--- src/rtl/pong_pkg.sv ---
// Shared definitions for the Pong paddle datapath.
// Holds the default screen/paddle geometry, the per-axis movement state
// encoding, the 12-bit colour type and the signed position type used for
// all clamped position arithmetic.
package pong_pkg;

  localparam int SCREEN_W     = 640;
  localparam int SCREEN_H     = 480;
  localparam int PAD_W_DEF    = 20;
  localparam int PAD_H_DEF    = 40;
  localparam int EDGE_OFF_DEF = 20;

  typedef enum logic [1:0] {
    IDLE = 2'd0,
    UP   = 2'd1,
    DOWN = 2'd2
  } axis_state_t;

  typedef logic [11:0] rgb_t;

  // One bit wider than a screen coordinate so that y - speed can go
  // negative before clamping instead of wrapping.
  typedef logic signed [10:0] pos_t;

  function automatic pos_t to_pos(input logic [9:0] v);
    return pos_t'({1'b0, v});
  endfunction

endpackage

--- src/rtl/paddle_axis.sv ---
// Vertical motion for one paddle.
// Conditions the two active-low buttons (2-flop synchroniser plus
// debounce), selects a movement request from the buttons or from ball_y,
// runs the IDLE/UP/DOWN state machine with a speed ramp, and keeps the
// clamped centre-y register.
// Ports:
//   clk_i, rst_i   tick clock, asynchronous active-high reset
//   btn_up_n_i     raw active-low up button (asynchronous)
//   btn_dn_n_i     raw active-low down button (asynchronous)
//   auto_i         1 = track ball_y_i, 0 = follow buttons
//   ball_y_i       ball centre y
//   x_c_o, y_c_o   paddle centre
//   moving_o       state machine is not IDLE
module paddle_axis
  import pong_pkg::*;
#(
  parameter int V_ACTIVE    = SCREEN_H,
  parameter int PADDLE_H    = PAD_H_DEF,
  parameter int DEBOUNCE    = 4,
  parameter int ACCEL_TICKS = 16,
  parameter int MAX_SPEED   = 4,
  parameter int AI_SPEED    = 2,
  parameter int DEADBAND    = 2,
  parameter int X_CENTRE    = 30
) (
  input  logic       clk_i,
  input  logic       rst_i,
  input  logic       btn_up_n_i,
  input  logic       btn_dn_n_i,
  input  logic       auto_i,
  input  logic [9:0] ball_y_i,
  output logic [9:0] x_c_o,
  output logic [9:0] y_c_o,
  output logic       moving_o
);

  localparam int SPD_TOP = (MAX_SPEED > AI_SPEED) ? MAX_SPEED : AI_SPEED;
  localparam int SPD_W   = $clog2(SPD_TOP + 1);
  localparam int HOLD_W  = $clog2(ACCEL_TICKS + 1);
  localparam int CNT_W   = $clog2(DEBOUNCE + 1);

  localparam pos_t Y_MIN = pos_t'(PADDLE_H / 2);
  localparam pos_t Y_MAX = pos_t'(V_ACTIVE - PADDLE_H / 2);
  localparam pos_t DBAND = pos_t'(DEADBAND);

  // Index 0 = up button, 1 = down button.
  logic [1:0]            sync1_q, sync2_q;
  logic [1:0]            stable_q, stable_d;
  logic [1:0][CNT_W-1:0] cnt_q, cnt_d;

  axis_state_t       state_q, state_d, req;
  logic [SPD_W-1:0]  speed_q, speed_d, cap;
  logic [HOLD_W-1:0] hold_q, hold_d;
  logic [9:0]        y_q, y_d;
  logic              auto_q;
  logic              moving_q, moving_d;

  pos_t y_s, ball_s, spd_s, y_next;

  function automatic pos_t step_up(input pos_t y, input pos_t s);
    pos_t t;
    t = y - s;
    return (t < Y_MIN) ? Y_MIN : t;
  endfunction

  function automatic pos_t step_dn(input pos_t y, input pos_t s);
    pos_t t;
    t = y + s;
    return (t > Y_MAX) ? Y_MAX : t;
  endfunction

  // The stable level only flips after the synchronised sample has
  // disagreed with it for DEBOUNCE ticks in a row.
  always_comb begin
    stable_d = stable_q;
    cnt_d    = cnt_q;
    for (int i = 0; i < 2; i++) begin
      if (sync2_q[i] == stable_q[i]) begin
        cnt_d[i] = '0;
      end else if (cnt_q[i] == CNT_W'(DEBOUNCE - 1)) begin
        stable_d[i] = sync2_q[i];
        cnt_d[i]    = '0;
      end else begin
        cnt_d[i] = cnt_q[i] + 1'b1;
      end
    end
  end

  always_comb begin
    y_s    = to_pos(y_q);
    ball_s = to_pos(ball_y_i);
    req    = IDLE;
    if (auto_i) begin
      if (ball_s + DBAND < y_s)      req = UP;
      else if (ball_s > y_s + DBAND) req = DOWN;
    end else begin
      if (!stable_q[0] && stable_q[1])      req = UP;
      else if (stable_q[0] && !stable_q[1]) req = DOWN;
    end
    cap = auto_i ? SPD_W'(AI_SPEED) : SPD_W'(MAX_SPEED);
  end

  // Any change of request passes through IDLE, which also drops the speed,
  // so a reversal always restarts the ramp from 1.
  always_comb begin
    state_d = state_q;
    speed_d = speed_q;
    hold_d  = hold_q;
    if (auto_i != auto_q) begin
      state_d = IDLE;
      speed_d = '0;
      hold_d  = '0;
    end else if (state_q == IDLE) begin
      state_d = req;
      speed_d = (req == IDLE) ? SPD_W'(0) : SPD_W'(1);
      hold_d  = '0;
    end else if (req != state_q) begin
      state_d = IDLE;
      speed_d = '0;
      hold_d  = '0;
    end else if (hold_q == HOLD_W'(ACCEL_TICKS - 1)) begin
      hold_d = '0;
      if (speed_q < cap) speed_d = speed_q + 1'b1;
    end else begin
      hold_d = hold_q + 1'b1;
    end

    // The step uses the speed being entered, so the tick that enters a
    // moving state already moves by one pixel.
    spd_s  = pos_t'(speed_d);
    y_next = y_s;
    if (state_d == UP)        y_next = step_up(y_s, spd_s);
    else if (state_d == DOWN) y_next = step_dn(y_s, spd_s);
    y_d      = y_next[9:0];
    moving_d = (state_d != IDLE);
  end

  always_ff @(posedge clk_i or posedge rst_i) begin
    if (rst_i) begin
      sync1_q  <= 2'b11;
      sync2_q  <= 2'b11;
      stable_q <= 2'b11;
      cnt_q    <= '0;
      state_q  <= IDLE;
      speed_q  <= '0;
      hold_q   <= '0;
      y_q      <= 10'(V_ACTIVE / 2);
      auto_q   <= 1'b0;
      moving_q <= 1'b0;
    end else begin
      sync1_q  <= {btn_dn_n_i, btn_up_n_i};
      sync2_q  <= sync1_q;
      stable_q <= stable_d;
      cnt_q    <= cnt_d;
      state_q  <= state_d;
      speed_q  <= speed_d;
      hold_q   <= hold_d;
      y_q      <= y_d;
      auto_q   <= auto_i;
      moving_q <= moving_d;
    end
  end

  assign x_c_o    = 10'(X_CENTRE);
  assign y_c_o    = y_q;
  assign moving_o = moving_q;

endmodule

--- src/rtl/paddle_ctrl.sv ---
// Two-paddle controller: two independent paddle_axis instances plus the
// combinational per-pixel inside-paddle test and constant colours.
// Ports:
//   clk_1ms, reset            tick clock, asynchronous active-high reset
//   btn_up_n, btn_dn_n [1:0]  raw active-low buttons, [0]=paddle1
//   auto_mode [1:0]           per-paddle ball tracking enable
//   ball_y                    ball centre y
//   x, y                      current pixel
//   paddle1_on, paddle2_on    pixel lies inside the paddle
//   rgb_paddle1/2             paddle colours
//   x_paddle1/2, y_paddle1/2  paddle centres
//   moving [1:0]              per-paddle not IDLE
module paddle_ctrl
  import pong_pkg::*;
#(
  parameter int   H_ACTIVE    = SCREEN_W,
  parameter int   V_ACTIVE    = SCREEN_H,
  parameter int   PADDLE_W    = PAD_W_DEF,
  parameter int   PADDLE_H    = PAD_H_DEF,
  parameter int   EDGE_OFF    = EDGE_OFF_DEF,
  parameter int   DEBOUNCE    = 4,
  parameter int   ACCEL_TICKS = 16,
  parameter int   MAX_SPEED   = 4,
  parameter int   AI_SPEED    = 2,
  parameter int   DEADBAND    = 2,
  parameter rgb_t RGB1        = 12'h0F0,
  parameter rgb_t RGB2        = 12'hC0C
) (
  input  logic       clk_1ms,
  input  logic       reset,
  input  logic [1:0] btn_up_n,
  input  logic [1:0] btn_dn_n,
  input  logic [1:0] auto_mode,
  input  logic [9:0] ball_y,
  input  logic [9:0] x,
  input  logic [9:0] y,
  output logic       paddle1_on,
  output logic       paddle2_on,
  output rgb_t       rgb_paddle1,
  output rgb_t       rgb_paddle2,
  output logic [9:0] x_paddle1,
  output logic [9:0] x_paddle2,
  output logic [9:0] y_paddle1,
  output logic [9:0] y_paddle2,
  output logic [1:0] moving
);

  localparam int   X1  = EDGE_OFF + PADDLE_W / 2;
  localparam int   X2  = H_ACTIVE - EDGE_OFF - PADDLE_W / 2;
  localparam pos_t HWS = pos_t'(PADDLE_W / 2);
  localparam pos_t HHS = pos_t'(PADDLE_H / 2);

  function automatic logic hit(input logic [9:0] px, input logic [9:0] py,
                               input logic [9:0] xc, input logic [9:0] yc);
    pos_t pxs, pys, xcs, ycs;
    pxs = to_pos(px);
    pys = to_pos(py);
    xcs = to_pos(xc);
    ycs = to_pos(yc);
    return (pxs >= xcs - HWS) && (pxs < xcs + HWS) &&
           (pys >= ycs - HHS) && (pys < ycs + HHS);
  endfunction

  paddle_axis #(
    .V_ACTIVE(V_ACTIVE), .PADDLE_H(PADDLE_H), .DEBOUNCE(DEBOUNCE),
    .ACCEL_TICKS(ACCEL_TICKS), .MAX_SPEED(MAX_SPEED), .AI_SPEED(AI_SPEED),
    .DEADBAND(DEADBAND), .X_CENTRE(X1)
  ) u_axis1 (
    .clk_i(clk_1ms), .rst_i(reset),
    .btn_up_n_i(btn_up_n[0]), .btn_dn_n_i(btn_dn_n[0]),
    .auto_i(auto_mode[0]), .ball_y_i(ball_y),
    .x_c_o(x_paddle1), .y_c_o(y_paddle1), .moving_o(moving[0])
  );

  paddle_axis #(
    .V_ACTIVE(V_ACTIVE), .PADDLE_H(PADDLE_H), .DEBOUNCE(DEBOUNCE),
    .ACCEL_TICKS(ACCEL_TICKS), .MAX_SPEED(MAX_SPEED), .AI_SPEED(AI_SPEED),
    .DEADBAND(DEADBAND), .X_CENTRE(X2)
  ) u_axis2 (
    .clk_i(clk_1ms), .rst_i(reset),
    .btn_up_n_i(btn_up_n[1]), .btn_dn_n_i(btn_dn_n[1]),
    .auto_i(auto_mode[1]), .ball_y_i(ball_y),
    .x_c_o(x_paddle2), .y_c_o(y_paddle2), .moving_o(moving[1])
  );

  assign paddle1_on  = hit(x, y, x_paddle1, y_paddle1);
  assign paddle2_on  = hit(x, y, x_paddle2, y_paddle2);
  assign rgb_paddle1 = RGB1;
  assign rgb_paddle2 = RGB2;

endmodule

--- config.mk ---
export PLATFORM = sky130hd
export DESIGN_NAME = paddle_ctrl
export DESIGN_NICKNAME = d
export VERILOG_FILES = /design/src/rtl/pong_pkg.sv /design/src/rtl/paddle_axis.sv /design/src/rtl/paddle_ctrl.sv
export SDC_FILE = /design/constraint.sdc
export NUM_CORES = 1
export LEC_CHECK = 0
export CAP_MARGIN = 0
export CELL_PAD_IN_SITES_DETAIL_PLACEMENT = 1
export CELL_PAD_IN_SITES_GLOBAL_PLACEMENT = 1
export CORE_ASPECT_RATIO = 1.25
export CORE_MARGIN = 2
export CORE_UTILIZATION = 45
export CTS_BUF_LIST = sky130_fd_sc_hd__clkbuf_2 sky130_fd_sc_hd__clkbuf_4 sky130_fd_sc_hd__clkbuf_8
export DETAILED_ROUTE_END_ITERATION = 16
export GPL_TIMING_DRIVEN = 0
export PLACE_DENSITY_LB_ADDON = 0.2
export SETUP_SLACK_MARGIN = 0.3
export SLEW_MARGIN = 25
export SYNTH_ARGS = -nofsm -noshare
export SYNTH_HDL_FRONTEND = slang
export SYNTH_HIERARCHICAL = 1
export SYNTH_SLANG_ARGS = --single-unit
export TNS_END_PERCENT = 5
--- constraint.sdc ---
create_clock -name clk_1ms -period 7 [get_ports clk_1ms]
set_input_delay 1.4 -clock clk_1ms [delete_from_list [all_inputs] [get_ports clk_1ms]]
set_output_delay 1.4 -clock clk_1ms [all_outputs]
set_load 0.01 [all_outputs]
==> impl_metrics.csv <==
group,metric,value,unit
final_layout,final_core_util,52.8,%
routing,post-route-drc-count,0,
grt,globalRoute.totalOverflow,0,
floorplanning,boundaryPins,106,
yosys,yosys-mux-area-fraction,1.32,%
place,numPortBuffers,61,
setup_path,timing.critical_path.slowest_stage_cell,"sky130_fd_sc_hd__dlygate4sd2_1",
routing,avgViaCountPerCell,5.73,
routing,detailroute.via_count,8251,
yosys,synth_area_per_cell,8.44,um2
final_layout,finalInstanceArea,10300,um2
yosys,count_of_flip_flops_with_a_built_in_enable_after_synthesis,0,
yosys,asyncSetResetFlopFracSynth,100,%
sta,timing_hold_violations_final,0,
yosys,main_combinational_cell_family_by_area_after_synthesis,"adder cells",
setup_path,worst_setup_path_start_kind,"input port",
sta,period_needed,6.49,ns
cts,clock_buffer_depth,2,
sta,worstMarginPinSlew,0.755,ns
setup_path,worstPathCellList,"dlygate4sd2_1 -> nand3_1 -> nor2_1 -> nand4_1 -> xnor2_1 -> ha_1 -> nand2_1 -> o21ai_0 -> or4_1 -> o22ai_2 -> a32o_1 -> a21oi_2 -> or2_2 -> ha_1 -> and2b_2 -> or4b_1 -> a311oi_1 -> a21oi_1 -> a211o_1 -> o221a_1 -> a21oi_1",
yosys,post-synth-top-count-cell,"sky130_fd_sc_hd__ha_1",
floorplanning,row_count,57,
final_layout,antenna_cells_inserted,0,
yosys,syn-instance-count,1059,
setup_path,timing.critical_path.slowest_cell_delay,0.50,ns
place,place_area,10000,um2
yosys,post_synth_most_frequent_cells,"sky130_fd_sc_hd__ha_1, sky130_fd_sc_hd__nor2_1, sky130_fd_sc_hd__xnor2_1",
yosys,post_synth_and_or_nand_nor_area_fraction,19.8,%
setup_path,crit_type,"in2reg",
place,dp_cells,1423,
place,gpl.final_weighted_congestion,0.914,
yosys,yosysTopAreaCell,"sky130_fd_sc_hd__ha_1",
pwr,ir_worst_vdd,0.161,mV
yosys,ys_ff_latch,68,
pwr,report.power.total,0.00325,W
cts,skew_pair_late_insertion_delay,0.38,ns
floorplanning,dieArea,21000,um2
grt,global_route_wire_length_before_repair,42700,um
yosys,synth_top_area_share,20.6,%
cts,clock_sink_count,68,
yosys,synth-main-ff-cell,"sky130_fd_sc_hd__dfrtp_1",
yosys,ys_top_cells_by_area,"sky130_fd_sc_hd__ha_1, sky130_fd_sc_hd__dfrtp_1, sky130_fd_sc_hd__xnor2_1, sky130_fd_sc_hd__dfstp_2, sky130_fd_sc_hd__buf_4",
grt,grtUsageTotal,25.4,%
yosys,yosysUniqueCellTypes,94,
cts,htree_num_levels,3,
floorplanning,starting_utilization_of_the_core_area,45.9,%
yosys,post_synthesis_compound_gate_area_fraction,18.8,%
sta,fmax,154,MHz
pwr,power_leakage,4.64,nW
cts,cts_setup_buffers,0,
yosys,ys_seq_area_share,19.3,%
sta,maxSlewHeadroom,49.6,%
yosys,synth_adder_area_share,21.5,%
cts,clock_tree_from_tritoncts,"yes",
routing,wl,26100,um
sta,final_min_period_over_clock_period,92.7,%
yosys,synth.cell_area,8940,um2
floorplanning,height_of_the_die,162,um
final_layout,nets_finish,1358,
cts,cts-buffers-inserted,9,
routing,ant_nets,0,
floorplanning,design.core.area,19500,um2
hold_path,class_of_the_worst_hold_path,"reg2reg",
final_layout,syn_to_final_growth,15.0,%
grt,initial_antenna_violation_count,1,
setup_path,kind_of_end_point_of_the_critical_path,"register",
sta,rsz0062_at_grt,"yes",
cts,clk_pin_slew_worst_paths,0.09,ns
yosys,synth_xor_xnor_area_share,10.5,%
sta,number_of_endpoints_failing_setup_at_the_final_stage,0,
final_layout,drive_above_1_share,12.4,%
place,hpwlAfterDp,20600,um
job,max_cap_viol_count,0,
sta,clock_skew,0.0203,ns
routing,detail_route.iter0.violations,290,
yosys,synth.yosys.warnings,6,
setup_path,crit_fanout,11,
grt,maximum_number_of_pins_on_one_net_before_global_route_repair,35,
final_layout,layout.cells.non_filler,1439,
routing,drt_first_pass_iters,4,
sta,holdWs,0.358,ns
grt,grt_pass1_vias,8676,
setup_path,critical_path_arrival,6.77,ns
routing,detail_route.wl_per_cell,18.1,um
floorplanning,die_w,130,um
outcome,run_status,"finished, final reports clean",
sta,final-max-slew-violation-count,0,
setup_path,required,7.29,ns
pwr,powerDensity,316,nW/um2
cts,clock-root-buffer,"sky130_fd_sc_hd__clkbuf_8",
==> path summary, 6_finish.rpt <==
check	startpoint	endpoint	slack (ns)	cells after the start
max in group asynchronous	reset	u_axis1/cnt_q[2]	4.99	2
hold reg to reg	u_axis2/sync1_q[1]	u_axis2/sync2_q[1]	0.36	0
setup reg to reg	u_axis2/y_c_o[6]	u_axis2/y_c_o[1]	0.87	19
hold / removal	u_axis2/sync1_q[1]	u_axis2/sync2_q[1]	0.36	0
setup / recovery	ball_y[3]	u_axis2/y_c_o[1]	0.51	21
min in group asynchronous	reset	u_axis1/auto_q	1.51	2
==> power by group <==
part | switching (W) | total, W | internal [W]
clock network | 0.000195 | 0.000402 | 0.000207
registers | 0.000158 | 0.000672 | 0.000514
logic | 0.00124 | 0.00217 | 0.000931
==> kinds of logic (layout without fill, tap and decap cells) <==
logic type               Yosys count  after routing
adder cells (fa/ha/maj)          151            151
XOR/XNOR                         107            107
other                              6             44
flip-flops                        68             68
AO/OA/AOI/OAI                    235            235
multiplexers                      11             11
buffers and inverters            146            223
AND/OR/NAND/NOR                  335            335
==> layer usage <==
metal | track usage [%] | up-vias | wire length, um
li1 | - | 3965 | -
met1 | 29.9 | 4030 | 10800
met2 | 46.7 | 203 | 13400
met3 | 3.21 | 51 | 1080
met4 | 8.55 | 2 | 743
met5 | 0 | - | 11
==> final cells by class <==
class / count / area, um2
inverters: 67 / 251
fillers: 2426 / 9190
flip-flops and latches: 68 / 1730
clock buffers: 9 / 124
multi-input cells: 883 / 6610
clock inverters: 7 / 105
repair buffers: 61 / 621
plain buffers: 79 / 517
well taps: 265 / 332
==> layout by cell type (no fill, tap or decap), types with 5 or more instances in the layout <==
cell type,instances
sky130_fd_sc_hd__a211o_1,5
sky130_fd_sc_hd__a211oi_1,8
sky130_fd_sc_hd__a21o_1,14
sky130_fd_sc_hd__a21oi_1,40
sky130_fd_sc_hd__a31oi_1,8
sky130_fd_sc_hd__and3_1,9
sky130_fd_sc_hd__buf_2,12
sky130_fd_sc_hd__buf_4,46
sky130_fd_sc_hd__clkbuf_1,15
sky130_fd_sc_hd__clkbuf_8,10
sky130_fd_sc_hd__clkdlybuf4s50_1,54
sky130_fd_sc_hd__conb_1,44
sky130_fd_sc_hd__dfrtp_1,48
sky130_fd_sc_hd__dfstp_2,20
sky130_fd_sc_hd__dlymetal6s2s_1,5
sky130_fd_sc_hd__ha_1,147
sky130_fd_sc_hd__inv_1,61
sky130_fd_sc_hd__inv_2,5
sky130_fd_sc_hd__mux2_2,5
sky130_fd_sc_hd__mux2i_1,5
sky130_fd_sc_hd__nand2_1,67
sky130_fd_sc_hd__nand2b_1,11
sky130_fd_sc_hd__nand3_1,37
sky130_fd_sc_hd__nand4_1,22
sky130_fd_sc_hd__nor2_1,78
sky130_fd_sc_hd__nor2b_1,26
sky130_fd_sc_hd__nor3_1,24
sky130_fd_sc_hd__nor3b_1,8
sky130_fd_sc_hd__nor4_1,10
sky130_fd_sc_hd__o2111ai_1,11
sky130_fd_sc_hd__o211ai_1,10
sky130_fd_sc_hd__o21a_1,10
sky130_fd_sc_hd__o21ai_0,52
sky130_fd_sc_hd__o31ai_1,9
sky130_fd_sc_hd__or3_1,5
sky130_fd_sc_hd__xnor2_1,68
sky130_fd_sc_hd__xor2_1,39
==> flip-flops by register name, summed over array words and instances, names as in the netlist <==
signal / flops
u_axis2/cnt_q: 6
u_axis1/moving_o: 1
u_axis2/sync2_q: 2
u_axis2/y_c_o: 10
u_axis2/speed_q: 3
u_axis2/state_q: 2
u_axis2/moving_o: 1
u_axis1/y_c_o: 10
u_axis1/sync1_q: 2
u_axis1/hold_q: 5
u_axis1/state_q: 2
u_axis1/cnt_q: 6
u_axis2/hold_q: 5
u_axis1/speed_q: 3
u_axis1/auto_q: 1
u_axis1/sync2_q: 2
u_axis2/sync1_q: 2
u_axis2/auto_q: 1
u_axis1/stable_q: 2
u_axis2/stable_q: 2
==> worst max-delay path: cells and delay by family <==
family | cells | cell delay (ns)
buffers and inverters | 1 | 0.50
AO/OA/AOI/OAI | 9 | 1.84
adder cells (fa/ha/maj) | 2 | 0.66
XOR/XNOR | 1 | 0.17
AND/OR/NAND/NOR | 8 | 2.20
==> per-stage QoR <==
stage | setup TNS, ns | setup WS, ns
after detailed placement | -2.95 | -0.430
after CTS | 0 | 0.337
after floorplan | 0 | 1.19
after global placement | -2.28 | -0.351
after global routing | 0 | 0.156
final | 0 | 0.514
==> timing repair <==
| item | CTS | global route |
|---|---|---|
| endpoints found under the hold margin | 0 | 0 |
| hold buffers | 0 | 0 |
| setup endpoints to repair | 8 | 16 |
| resized for setup | 8 | 5 |
Power figures use the tool's default switching activity.
